<file path="src/rtl/node_stream_pkg.sv">
// Shared types and widths for the node position streamer.
// Checksum beat is enabled by defining NODE_STREAM_CHECKSUM_EN.
package node_stream_pkg;
   localparam int COORD_W_DEF = 32;
   localparam int FRAME_CNT_W = 16;
   localparam int OVR_CNT_W   = 8;

   typedef enum logic {
      ST_IDLE = 1'b0,
      ST_SEND = 1'b1
   } state_t;
endpackage

</file>
<file path="src/rtl/node_snapshot_bank.sv">
// Snapshot registers for all node coordinates with an indexed read port.
// With NODE_STREAM_CHECKSUM_EN, index NODE_COUNT reads the XOR of every snapshot entry.
module node_snapshot_bank #(
   parameter  int NODE_COUNT = 5,
   parameter  int COORD_W    = 32,
   localparam int IDX_W      = $clog2(NODE_COUNT + 1)
) (
   input  logic                          clk,
   input  logic                          reset,
   input  logic                          capture,
   input  logic [NODE_COUNT*COORD_W-1:0] nodes_x,
   input  logic [NODE_COUNT*COORD_W-1:0] nodes_y,
   input  logic [IDX_W-1:0]              rd_idx,
   output logic [COORD_W-1:0]            rd_x,
   output logic [COORD_W-1:0]            rd_y
);
   logic [COORD_W-1:0] snap_x [NODE_COUNT];
   logic [COORD_W-1:0] snap_y [NODE_COUNT];

   always_ff @(posedge clk) begin
      if (!reset) begin
         for (int unsigned i = 0; i < NODE_COUNT; i++) begin
            snap_x[i] <= '0;
            snap_y[i] <= '0;
         end
      end else if (capture) begin
         for (int unsigned i = 0; i < NODE_COUNT; i++) begin
            snap_x[i] <= nodes_x[i*COORD_W +: COORD_W];
            snap_y[i] <= nodes_y[i*COORD_W +: COORD_W];
         end
      end
   end

`ifdef NODE_STREAM_CHECKSUM_EN
   logic [COORD_W-1:0] xor_x;
   logic [COORD_W-1:0] xor_y;

   always_comb begin
      xor_x = '0;
      xor_y = '0;
      for (int unsigned i = 0; i < NODE_COUNT; i++) begin
         xor_x = xor_x ^ snap_x[i];
         xor_y = xor_y ^ snap_y[i];
      end
   end
`endif

   always_comb begin
      rd_x = '0;
      rd_y = '0;
      for (int unsigned i = 0; i < NODE_COUNT; i++) begin
         if (rd_idx == IDX_W'(i)) begin
            rd_x = snap_x[i];
            rd_y = snap_y[i];
         end
      end
`ifdef NODE_STREAM_CHECKSUM_EN
      if (rd_idx == IDX_W'(NODE_COUNT)) begin
         rd_x = xor_x;
         rd_y = xor_y;
      end
`endif
   end
endmodule

</file>
<file path="src/rtl/node_stream_out.sv">
// Snapshots the packed node position bus on start and streams one node per beat over valid/ready.
// Optional trailing XOR checksum beat when NODE_STREAM_CHECKSUM_EN is defined.
module node_stream_out
   import node_stream_pkg::*;
#(
   parameter  int NODE_COUNT = 5,
   parameter  int COORD_W    = COORD_W_DEF,
   localparam int IDX_W      = $clog2(NODE_COUNT + 1)
) (
   input  logic                          clk,
   input  logic                          reset,
   input  logic [NODE_COUNT*COORD_W-1:0] nodes_x,
   input  logic [NODE_COUNT*COORD_W-1:0] nodes_y,
   input  logic                          start,
   output logic                          out_valid,
   input  logic                          out_ready,
   output logic [IDX_W-1:0]              out_idx,
   output logic [COORD_W-1:0]            out_x,
   output logic [COORD_W-1:0]            out_y,
   output logic                          out_last,
   output logic                          busy,
   output logic [FRAME_CNT_W-1:0]        frame_count,
   output logic [OVR_CNT_W-1:0]          overrun_count
);
`ifdef NODE_STREAM_CHECKSUM_EN
   localparam logic [IDX_W-1:0] LAST_IDX = IDX_W'(NODE_COUNT);
`else
   localparam logic [IDX_W-1:0] LAST_IDX = IDX_W'(NODE_COUNT - 1);
`endif
   localparam logic FIRST_IS_LAST = (LAST_IDX == '0);

   state_t             state;
   logic               capture;
   logic               final_xfer;
   logic [COORD_W-1:0] rd_x;
   logic [COORD_W-1:0] rd_y;

   // A new snapshot is taken from IDLE, or on the final transfer so back-to-back frames have no bubble.
   assign final_xfer = (state == ST_SEND) && out_ready && out_last;
   assign capture    = start && ((state == ST_IDLE) || final_xfer);

   node_snapshot_bank #(
      .NODE_COUNT (NODE_COUNT),
      .COORD_W    (COORD_W)
   ) u_bank (
      .clk     (clk),
      .reset   (reset),
      .capture (capture),
      .nodes_x (nodes_x),
      .nodes_y (nodes_y),
      .rd_idx  (out_idx),
      .rd_x    (rd_x),
      .rd_y    (rd_y)
   );

   assign out_x = out_valid ? rd_x : '0;
   assign out_y = out_valid ? rd_y : '0;

   always_ff @(posedge clk) begin
      if (!reset) begin
         state         <= ST_IDLE;
         out_valid     <= 1'b0;
         out_idx       <= '0;
         out_last      <= 1'b0;
         busy          <= 1'b0;
         frame_count   <= '0;
         overrun_count <= '0;
      end else begin
         case (state)
            ST_IDLE: begin
               if (start) begin
                  state     <= ST_SEND;
                  out_valid <= 1'b1;
                  out_idx   <= '0;
                  out_last  <= FIRST_IS_LAST;
                  busy      <= 1'b1;
               end
            end
            ST_SEND: begin
               if (final_xfer) begin
                  frame_count <= frame_count + FRAME_CNT_W'(1);
                  out_idx     <= '0;
                  if (start) begin
                     out_last <= FIRST_IS_LAST;
                  end else begin
                     state     <= ST_IDLE;
                     out_valid <= 1'b0;
                     out_last  <= 1'b0;
                     busy      <= 1'b0;
                  end
               end else begin
                  if (out_ready) begin
                     out_idx  <= out_idx + IDX_W'(1);
                     out_last <= ((out_idx + IDX_W'(1)) == LAST_IDX);
                  end
                  if (start && (overrun_count != '1)) begin
                     overrun_count <= overrun_count + OVR_CNT_W'(1);
                  end
               end
            end
            default: begin
               state     <= ST_IDLE;
               out_valid <= 1'b0;
               out_idx   <= '0;
               out_last  <= 1'b0;
               busy      <= 1'b0;
            end
         endcase
      end
   end
endmodule
</file>
<file path="config.mk">
export PLATFORM = sky130hd
export DESIGN_NAME = node_stream_out
export DESIGN_NICKNAME = d
export VERILOG_FILES = /design/src/rtl/node_stream_pkg.sv /design/src/rtl/node_snapshot_bank.sv /design/src/rtl/node_stream_out.sv
export SDC_FILE = /design/constraint.sdc
export NUM_CORES = 1
export LEC_CHECK = 0
export ABC_AREA = 1
export BUFFER_PORTS_ARGS = -buffer_cell sky130_fd_sc_hd__buf_4
export CAP_MARGIN = 20
export CORE_MARGIN = 2
export CORE_UTILIZATION = 40
export CTS_BUF_LIST = sky130_fd_sc_hd__clkbuf_8
export DETAILED_ROUTE_END_ITERATION = 12
export PLACE_DENSITY = 0.64
export SLEW_MARGIN = 10
export SYNTH_ARGS = -nofsm -noshare
export SYNTH_HDL_FRONTEND = slang
export SYNTH_SLANG_ARGS = --single-unit
</file>
<file path="constraint.sdc">
create_clock -name clk -period 14 [get_ports clk]
set_input_delay 2.8 -clock clk [delete_from_list [all_inputs] [get_ports clk]]
set_output_delay 2.8 -clock clk [all_outputs]
set_load 0.05 [all_outputs]
</file>
==> flow_summary.json, run 1 <==
{
  "outcome": "complete, no violations",
  "via_per_inst": 4.712,
  "critPathKind": "flop to primary output",
  "grt_pass1_vias": 13799,
  "report.final.slew_viol_count": 0,
  "syn-num-nets": 2202,
  "cp_common_cell": "buf_4",
  "critPathArrivalTime_ps": 3950,
  "synth_top_area_share_pct": 49.07,
  "ant_nets": 0,
  "wirelength_um": 49170,
  "dp_hpwl_um": 32420,
  "slowest_delay_ps": 750,
  "grt_usage_pct": 19.11,
  "syn_area_per_cell_um2": 10.47,
  "hold_class": "flop to flop",
  "drt-initial-drc-count": 854,
  "crit_slowest_cell": "nor2_4",
  "synth_largest_area_cell": "edfxtp_1",
  "synth-edff-count": 320,
  "n_fill_cell": 4490,
  "combPwrFrac_pct": 14.5,
  "cts.sinks": 350,
  "slew_headroom_pct": 23.52,
  "netSwitchingPower_uw": 674.1,
  "fin_crit_ps": 6750,
  "h-tree-depth": 2,
  "fin_area_um2": 23870,
  "postCtsSetupRepairBufs": 0,
  "synth-seq-cells": 350,
  "synth_area_um2": 19580,
  "p_seq_share_pct": 49.5,
  "io-pin-count": 418,
  "vias": 13834,
  "grt_max_degree": 94,
  "crit_family": "buffers and inverters",
  "cap_viol_max_count": 0,
  "cts_hold_buf": 0,
  "antenna_found_initial": 7,
  "wl_per_cell_um": 16.75,
  "finalClockSkew_ps": 18.49,
  "rows": 81,
  "finalCritPeriodShare_pct": 48.22,
  "crit_path_start_kind": "flop",
  "placed_cell_area_um2": 22670,
  "numCtsBuffers": 61,
  "yosysSeqAreaShare_pct": 52.13,
  "insertion_delay_ps": 650,
  "numPortBuffers": 417,
  "drc": 0,
  "dieArea_um2": 50740,
  "path_clk_slew_ps": 60,
  "gp_congestion": 0.8044,
  "area_growth_pct": 21.88,
  "cellInternalPower_mw": 1.836,
  "holdPathStages": 1,
  "setup_viol": 0,
  "core-area_um2": 48650,
  "synth_ff_type": "edfxtp_1",
  "async_flop_share_pct": 0,
  "synth_common_cells": "416 x inv_1, 320 x edfxtp_1, 302 x nor2_4",
  "yosysWarnings": 0,
  "die_x_um": 225.3,
  "first_pass_iters": 5,
  "pwr-share-clk_pct": 36.1,
  "hold_violations": 0,
  "ys_types": 31,
  "grt_pass1_wl_um": 74890,
  "crit_path_cell_trace": "ha_1 > inv_2 > buf_4 > nor2_4 > buf_4 > nand2_1 > nand3_1 > o211ai_1 > a21oi_1 > buf_4",
  "timing.critical_path.buf_inv": 4,
  "worstPathRequired_ps": 11200,
  "swShare_pct": 26.85,
  "power.leakage_nw": 10.61,
  "ff2ff_path_depth": 6,
  "netlist_instances": 1870,
  "fmax_ghz": 0.1481,
  "cp-end-kind": "primary output",
  "powerDensity_nw_per_um2": 105.2,
  "root_buffer": "clkbuf_8",
  "drive_above_1_share_pct": 35.76,
  "rsz0062_at_grt": "no",
  "cts_resized": 0,
  "synth_most_common_cell": "inv_1",
  "cts_tree": "done",
  "max-vdd-ir-drop_mv": 0.05279,
  "start_util_pct": 40.26,
  "setup_tns_ps": 0,
  "worstMarginPinSlew_ps": 1147,
  "die_y_um": 225.3,
  "gr-total-overflow": 0,
  "nets": 2593,
  "path_depth": 10,
  "path_max_fanout": 65,
  "synth.area.top_cells": "edfxtp_1 49%, nor2_4 17%, inv_1 8.0%, nand2_1 4.7%, nand3_1 3.6%",
  "clock_path_buffers": 3,
  "p_total_mw": 2.510
}
[flip-flops by register name, indices dropped and copies added (netlist names)]
signal,cells
u_bank.snap_x,160
u_bank.snap_y,160
frame_count,16
overrun_count,8
out_idx,3
busy,1
out_last,1
state,1
[worst register-to-register path: stages, from the launching register on]
cell and delay, ps:
dfxtp_1 410, nand3_2 160, nand2_2 170, nand2_1 110, nand2_4 710, buf_4 880, buf_4 1000
[logic make-up after synthesis]
group,after synthesis,share of synthesized area (%)
xor gates and xnor gates,4,0.1789
buffers and inverters,525,13.34
DFF,350,52.13
and+or+nand+nor,760,27.29
adders and majority gates,8,0.5111
AOI/OAI and AO/OA,223,6.549
[power by group through the flow]
stage | clock (mW) | sequential, mW | combinational [mW]
4_1_cts | 0.932 | 1.24 | 0.366
3_5_place_dp | 0 | 1.26 | 0.365
5_1_grt | 0.971 | 1.25 | 0.393
6_report | 0.906 | 1.24 | 0.363
3_3_place_gp | 0 | 1.26 | 0.362
2_1_floorplan | 0 | 1.28 | 0.242
[path summary, 6_finish.rpt]
kind | startpoint | endpoint | slack, ps
worst max-delay path | out_idx[0] | out_y[2] | 7250
worst min-delay path | frame_count[3] | frame_count[3] | 510
worst max register to register | state | u_bank.snap_x[0][127] | 10080
worst min register to register | frame_count[3] | frame_count[3] | 510
[stage by stage]
step / worst slack, ps / instances / utilization, % / hold WS [ps]
after floorplan: 3168 / 1870 / - / 564.7
after global placement: 7625 / 2818 / 46.54 / 477.6
after detailed placement: 7542 / 2819 / 46.59 / 495.5
after CTS: 7096 / 2928 / 48.97 / 507.5
after global routing: 6807 / 2933 / 49.05 / 529.4
final: 7250 / 2936 / 49.07 / 506.8
[cell type report]
cell class / count / area [um2] / area share (%)
antenna: 7 / 17.52 / 0.07339
clock buffer: 65 / 894.6 / 3.748
clock inverter: 44 / 262.8 / 1.101
inverter: 419 / 1573 / 6.589
multi-input combinational: 995 / 6797 / 28.47
sequential: 350 / 10210 / 42.78
tap: 622 / 778.2 / 3.260
timing repair buffer: 434 / 3336 / 13.97
[layout by cell type, fill, tap and decap left out]
master      Yosys  final
a211oi_1        1      1
a21oi_1        83     83
a41oi_1         1      1
buf_12         30      3
buf_16          0      2
buf_4          11    429
bufinv_16       0      3
clkbuf_8        0     65
clkinv_1        0     12
clkinv_2        0      5
clkinv_4        0      1
clkinvlp_4      0      2
dfxtp_1        30     29
dfxtp_2         0      1
diode_2         0      7
edfxtp_1      320    320
ha_1            8      7
ha_4            0      1
inv_1         416    436
inv_2           3      4
nand2_1       246    243
nand2_2         2      2
nand2_4         0      3
nand3_1       140    140
nand3_2         1      1
nand3_4         1      1
nand3b_1        1      1
nand4_1         4      4
nor2_1         57     57
nor2_4        302    302
nor3_1          5      5
nor3b_1         1      1
o211ai_1       64     64
o21ai_0        73     73
o21ai_1         1      1
xnor2_1         1      1
xor2_1          3      3
[metal layers]
layer / share of wire (%) / GRT usage (%) / vias up / wire length [um]
met3: 5.9 / 3.377 / 91 / 2919
met4: 3.0 / 7.819 / 2 / 1490
met5: 0.016 / 0 / - / 8
li1: - / - / 6711 / -
met2: 49 / 31.90 / 436 / 24110
met1: 42 / 24.57 / 6594 / 20640
Power figures use the tool's default switching activity.
==> run 2: changes to the inputs <==
- clock period: 14 -> 6.6 ns (I/O delays scaled with it)
==> run 2 against run 1 <==
  * Final area decreased by 0.23%
  * Flip-flop and latch count unchanged
  * First-iteration DRC count decreased by 0.70%
  * Sequential power increased by 110%
  * Clock-buffer cell count decreased by 2
  * Largest cell class unchanged
  * Hold slack improved by 6.4 ps
  * Wire length decreased by 1.8%
  * Clock power increased by 100%
  * Cell count unchanged
  * Power increased by 110%
  * Register-to-register slack got worse by 6200 ps
  * Clock skew decreased by 1.2 ps
  * Critical path type unchanged
==> flow_summary.json, run 2 (synthesis results as in run 1) <==
{
  "setup_viol": 0,
  "setup_tns_ps": 0,
  "rrSetupSlack_ps": 3910,
  "h-tree-depth": 2,
  "drive_above_1_share_pct": 36.13,
  "clock_path_buffers": 3,
  "cap_viol_max_count": 0,
  "grt_pass1_vias": 13651,
  "grt_usage_pct": 18.71,
  "drt-initial-drc-count": 848,
  "powerDensity_nw_per_um2": 219.3,
  "wirelength_um": 48260,
  "fmax_ghz": 0.2006,
  "postCtsSetupRepairBufs": 0,
  "root_buffer": "clkbuf_8",
  "final_cell_count_no_fill": 2936,
  "gp_congestion": 0.8362,
  "worstPathRequired_ps": 5280,
  "cts_resized": 0,
  "dieArea_um2": 50740,
  "p_total_mw": 5.222,
  "start_util_pct": 40.26,
  "cts_tree": "done",
  "hold_violations": 0,
  "finalClockSkew_ps": 17.30,
  "hold_class": "flop to flop",
  "critPathArrivalTime_ps": 3670,
  "rows": 81,
  "worstMarginPinSlew_ps": 1109,
  "first_pass_iters": 5,
  "numCtsBuffers": 60,
  "slew_headroom_pct": 26.04,
  "holdPathEnd": "overrun_count[0]",
  "fin_util_pct": 48.96,
  "grt_pass1_wl_um": 73750,
  "rsz0062_at_grt": "no",
  "numPortBuffers": 417,
  "area_growth_pct": 21.61,
  "finalCritPeriodShare_pct": 75.54,
  "grt_max_degree": 135,
  "dp_cells": 2824,
  "top_regs": "u_bank.snap_x x160, u_bank.snap_y x160, frame_count x16",
  "min-delay-start": "overrun_count[0]",
  "path_max_fanout": 37,
  "mostFrequentLayoutCell": "buf_4",
  "dp_hpwl_um": 32350,
  "fin_crit_ps": 4986,
  "via_per_inst": 4.631,
  "rr_startpoint": "state",
  "cp-end-kind": "primary output",
  "power.leakage_nw": 10.58,
  "crit_path_start_kind": "flop",
  "outcome": "complete, no violations",
  "cts.sinks": 350,
  "antenna_found_initial": 3,
  "report.final.slew_viol_count": 0,
  "wl_per_cell_um": 16.44,
  "insertion_delay_ps": 630,
  "critPathKind": "flop to primary output",
  "drc": 0,
  "ff2ff_path_depth": 5,
  "io-pin-count": 418,
  "nets": 2596,
  "holdPathStages": 2,
  "ant_nets": 0,
  "gr-total-overflow": 0,
  "die_x_um": 225.3,
  "core-area_um2": 48650,
  "cts_hold_buf": 0,
  "max-vdd-ir-drop_mv": 0.1204,
  "worst_r2r_endpoint": "u_bank.snap_y[0][153]",
  "mostFrequentLayoutCells": "434 x buf_4, 430 x inv_1, 320 x edfxtp_1",
  "path_clk_slew_ps": 60,
  "die_y_um": 225.3,
  "vias": 13597
}
[run 2: worst max-delay path by stage]
stage                           to  slack (ps)  cells past startpoint  startpoint
2_1_floorplan  u_bank.snap_x[0][0]         520                      3       reset
3_3_place_gp              out_x[1]        2330                     10  out_idx[0]
3_5_place_dp              out_x[1]        2270                     10  out_idx[0]
4_1_cts                   out_x[1]        1550                     10  out_idx[0]
5_1_grt                   out_x[1]        1380                     10  out_idx[0]
6_report                  out_x[1]        1610                     10  out_idx[0]
[run 2: where the power goes]
| part | switching, mW | internal [mW] | leakage [nW] | total [mW] |
|---|---|---|---|---|
| clock network | 0.896 | 0.923 | 0.633 | 1.82 |
| logic | 0.480 | 0.288 | 6.25 | 0.768 |
| registers | 0.0456 | 2.59 | 3.69 | 2.63 |
| total | 1.42 | 3.80 | 10.6 | 5.22 |
[run 2: worst max-delay path: stages, from the launching register on]
cell and delay [ps]:
dfxtp_1 370, inv_1 120, ha_1 230, inv_1 100
nor2_4 770, buf_4 510, nand3_1 110, nand3_1 110
o211ai_1 240, a21oi_1 230, buf_4 220
[run 2: cell type report]
| class | count | area (um2) |
|---|---|---|
| Sequential cell | 350 | 10210 |
| Clock buffer | 63 | 867.1 |
| Clock inverter | 46 | 227.7 |
| Antenna cell | 3 | 7.507 |
| Multi-Input combinational cell | 995 | 6805 |
| Tap cell | 622 | 778.2 |
| Timing Repair Buffer | 438 | 3346 |
| Inverter | 419 | 1573 |
| Fill cell | 4470 | 24830 |
[run 2: per-stage QoR]
step / hold slack (ps) / cell area (um2) / setup slack, ps
CTS: 514.2 / 23810 / 1550
finish: 513.3 / 23820 / 1614
floorplan: 564.7 / 19590 / 518.2
global placement: 480.3 / 22690 / 2334
global route: 533.0 / 23810 / 1376
detailed placement: 504.2 / 22710 / 2274
[run 2: per-layer routing]
| layer | up-vias | global-route usage, % | share of wire, % |
|---|---|---|---|
| met5 | - | 0 | 0.062 |
| met4 | 4 | 6.110 | 2.7 |
| met3 | 87 | 3.833 | 5.3 |
| met2 | 359 | 31.34 | 49 |
| met1 | 6432 | 24.22 | 43 |
| li1 | 6715 | - | - |
==> run 3: changes to the inputs <==
- PLACE_DENSITY: 0.64 -> 0.66
- clock period: 6.6 -> 4.4 ns (I/O delays scaled with it)
==> run 3 against run 2 <==
  * Hold slack got worse by 3.3 ps
  * Register-to-register slack got worse by 1700 ps
  * Power grew 54%
  * First-iteration DRC count fell by 3.8%
==> flow_summary.json, run 3 (synthesis results as in run 1) <==
{
  "setup_viol": 0,
  "dp_hpwl_um": 35880,
  "top_usage_layer": "met2",
  "die_x_um": 225.3,
  "cts_hold_buf": 0,
  "mostFrequentLayoutCell": "buf_4",
  "cp-end-kind": "primary output",
  "cts_tree": "done",
  "rr_startpoint": "state",
  "use_met3_pct": 3.885,
  "min-delay-start": "frame_count[3]",
  "cap_viol_max_count": 0,
  "path_clk_slew_ps": 60,
  "fin_area_um2": 24160,
  "grt_pass1_wl_um": 77490,
  "drive_above_1_share_pct": 36.42,
  "die_y_um": 225.3,
  "via_per_inst": 4.695,
  "rsz0062_at_grt": "no",
  "report.final.slew_viol_count": 0,
  "grt_pass1_vias": 14108,
  "ff2ff_path_depth": 5,
  "drt-initial-drc-count": 816,
  "finalCritPeriodShare_pct": 93.49,
  "rows": 81,
  "ant_nets": 0,
  "drc": 0,
  "slowest_delay_ps": 510,
  "insertion_delay_ps": 610,
  "clock_path_buffers": 3,
  "critPathArrivalTime_ps": 3230,
  "cts.sinks": 350,
  "postCtsSetupRepairBufs": 0,
  "io-pin-count": 418,
  "fin_crit_ps": 4113,
  "finalClockSkew_ps": 18.56,
  "area_growth_pct": 23.37,
  "dieArea_um2": 50740,
  "crit_start": "out_idx[1]",
  "numPortBuffers": 417,
  "path_max_fanout": 35,
  "gp_congestion": 0.8652,
  "crit_path_start_kind": "flop",
  "grtUsageMet1_pct": 25.48,
  "root_buffer": "clkbuf_8",
  "slew_headroom_pct": 52.73,
  "holdPathStages": 1,
  "hold_violations": 0,
  "top_regs": "u_bank.snap_x x160, u_bank.snap_y x160, frame_count x16",
  "wirelength_um": 50420,
  "setup_tns_ps": 0,
  "cts_resized": 0,
  "grt_max_degree": 81,
  "max-vdd-ir-drop_mv": 0.1936,
  "worstMarginPinSlew_ps": 709.0,
  "core-area_um2": 48650,
  "gr-total-overflow": 0,
  "vias": 13882,
  "nets": 2619,
  "power.leakage_nw": 10.76,
  "first_pass_iters": 5,
  "crit_path_cell_trace": "inv_1 > ha_1 > inv_2 > buf_6 > nand3_1 > nand3_1 > o211ai_1 > a21oi_1 > buf_4",
  "worstPathRequired_ps": 3520,
  "crit_slowest_cell": "inv_2",
  "placed_cell_area_um2": 22970,
  "start_util_pct": 40.26,
  "wl_per_cell_um": 17.05,
  "hold_class": "flop to flop",
  "fmax_ghz": 0.2431,
  "grt_usage_pct": 19.99,
  "antenna_found_initial": 0,
  "numCtsBuffers": 66,
  "powerDensity_nw_per_um2": 333.6,
  "outcome": "complete, no violations",
  "mostFrequentLayoutCells": "439 x buf_4, 435 x inv_1, 320 x edfxtp_1",
  "cp_common_cell": "nand3_1",
  "grt.met2_usage_pct": 33.32,
  "h-tree-depth": 3,
  "critPathKind": "flop to primary output"
}
[run 3: metal layers]
metal,part of all wire (%),up-vias
met2,49,447
met4,3.1,0
li1,-,6764
met5,0,-
met3,5.8,84
met1,42,6587
[run 3: path summary, 6_finish.rpt]
path	endpoint	slack, ps
worst max-delay path	out_y[1]	290
worst min-delay path	frame_count[3]	510
worst max register to register	u_bank.snap_x[0][126]	2170
worst min register to register	frame_count[3]	510
[run 3: cell type report]
type                    count  area [um2]
clock inverters            44       206.4
flip-flops and latches    350       10210
diodes                      1       2.502
multi-input cells         995        6805
clock buffers              71       977.2
repair buffers            455        3607
well taps                 622       778.2
inverters                 419        1573
fillers                  4397       24490
[run 3: metrics by stage]
stage          hold WS (ps)  utilization (%)  setup WS (ps)  power, mW  instances
2_1_floorplan         564.7                -          512.8      4.789       1870
3_3_place_gp          473.0            47.22          940.2      5.211       2841
3_5_place_dp          498.3            47.22          843.6      5.228       2841
4_1_cts               502.1            49.65          138.3      8.165       2956
5_1_grt               529.1            49.66          47.31      8.410       2956
6_report              510.0            49.67          286.5      8.061       2957
[run 3: critical path, delay by kind of cell (launching register included)]
kind	cells	cell delay, ps
flip-flops	1	440
AND/OR/NAND/NOR	2	220
AO/OA/AOI/OAI	2	400
adder cells (fa/ha/maj)	1	210
buffers and inverters	4	1320
[run 3: power breakdown]
group / switching [mW] / internal, mW / leakage, nW / total [mW]
combinational: 0.746 / 0.446 / 6.39 / 1.19
sequential: 0.0741 / 3.88 / 3.69 / 3.96
clock: 1.38 / 1.54 / 0.678 / 2.91
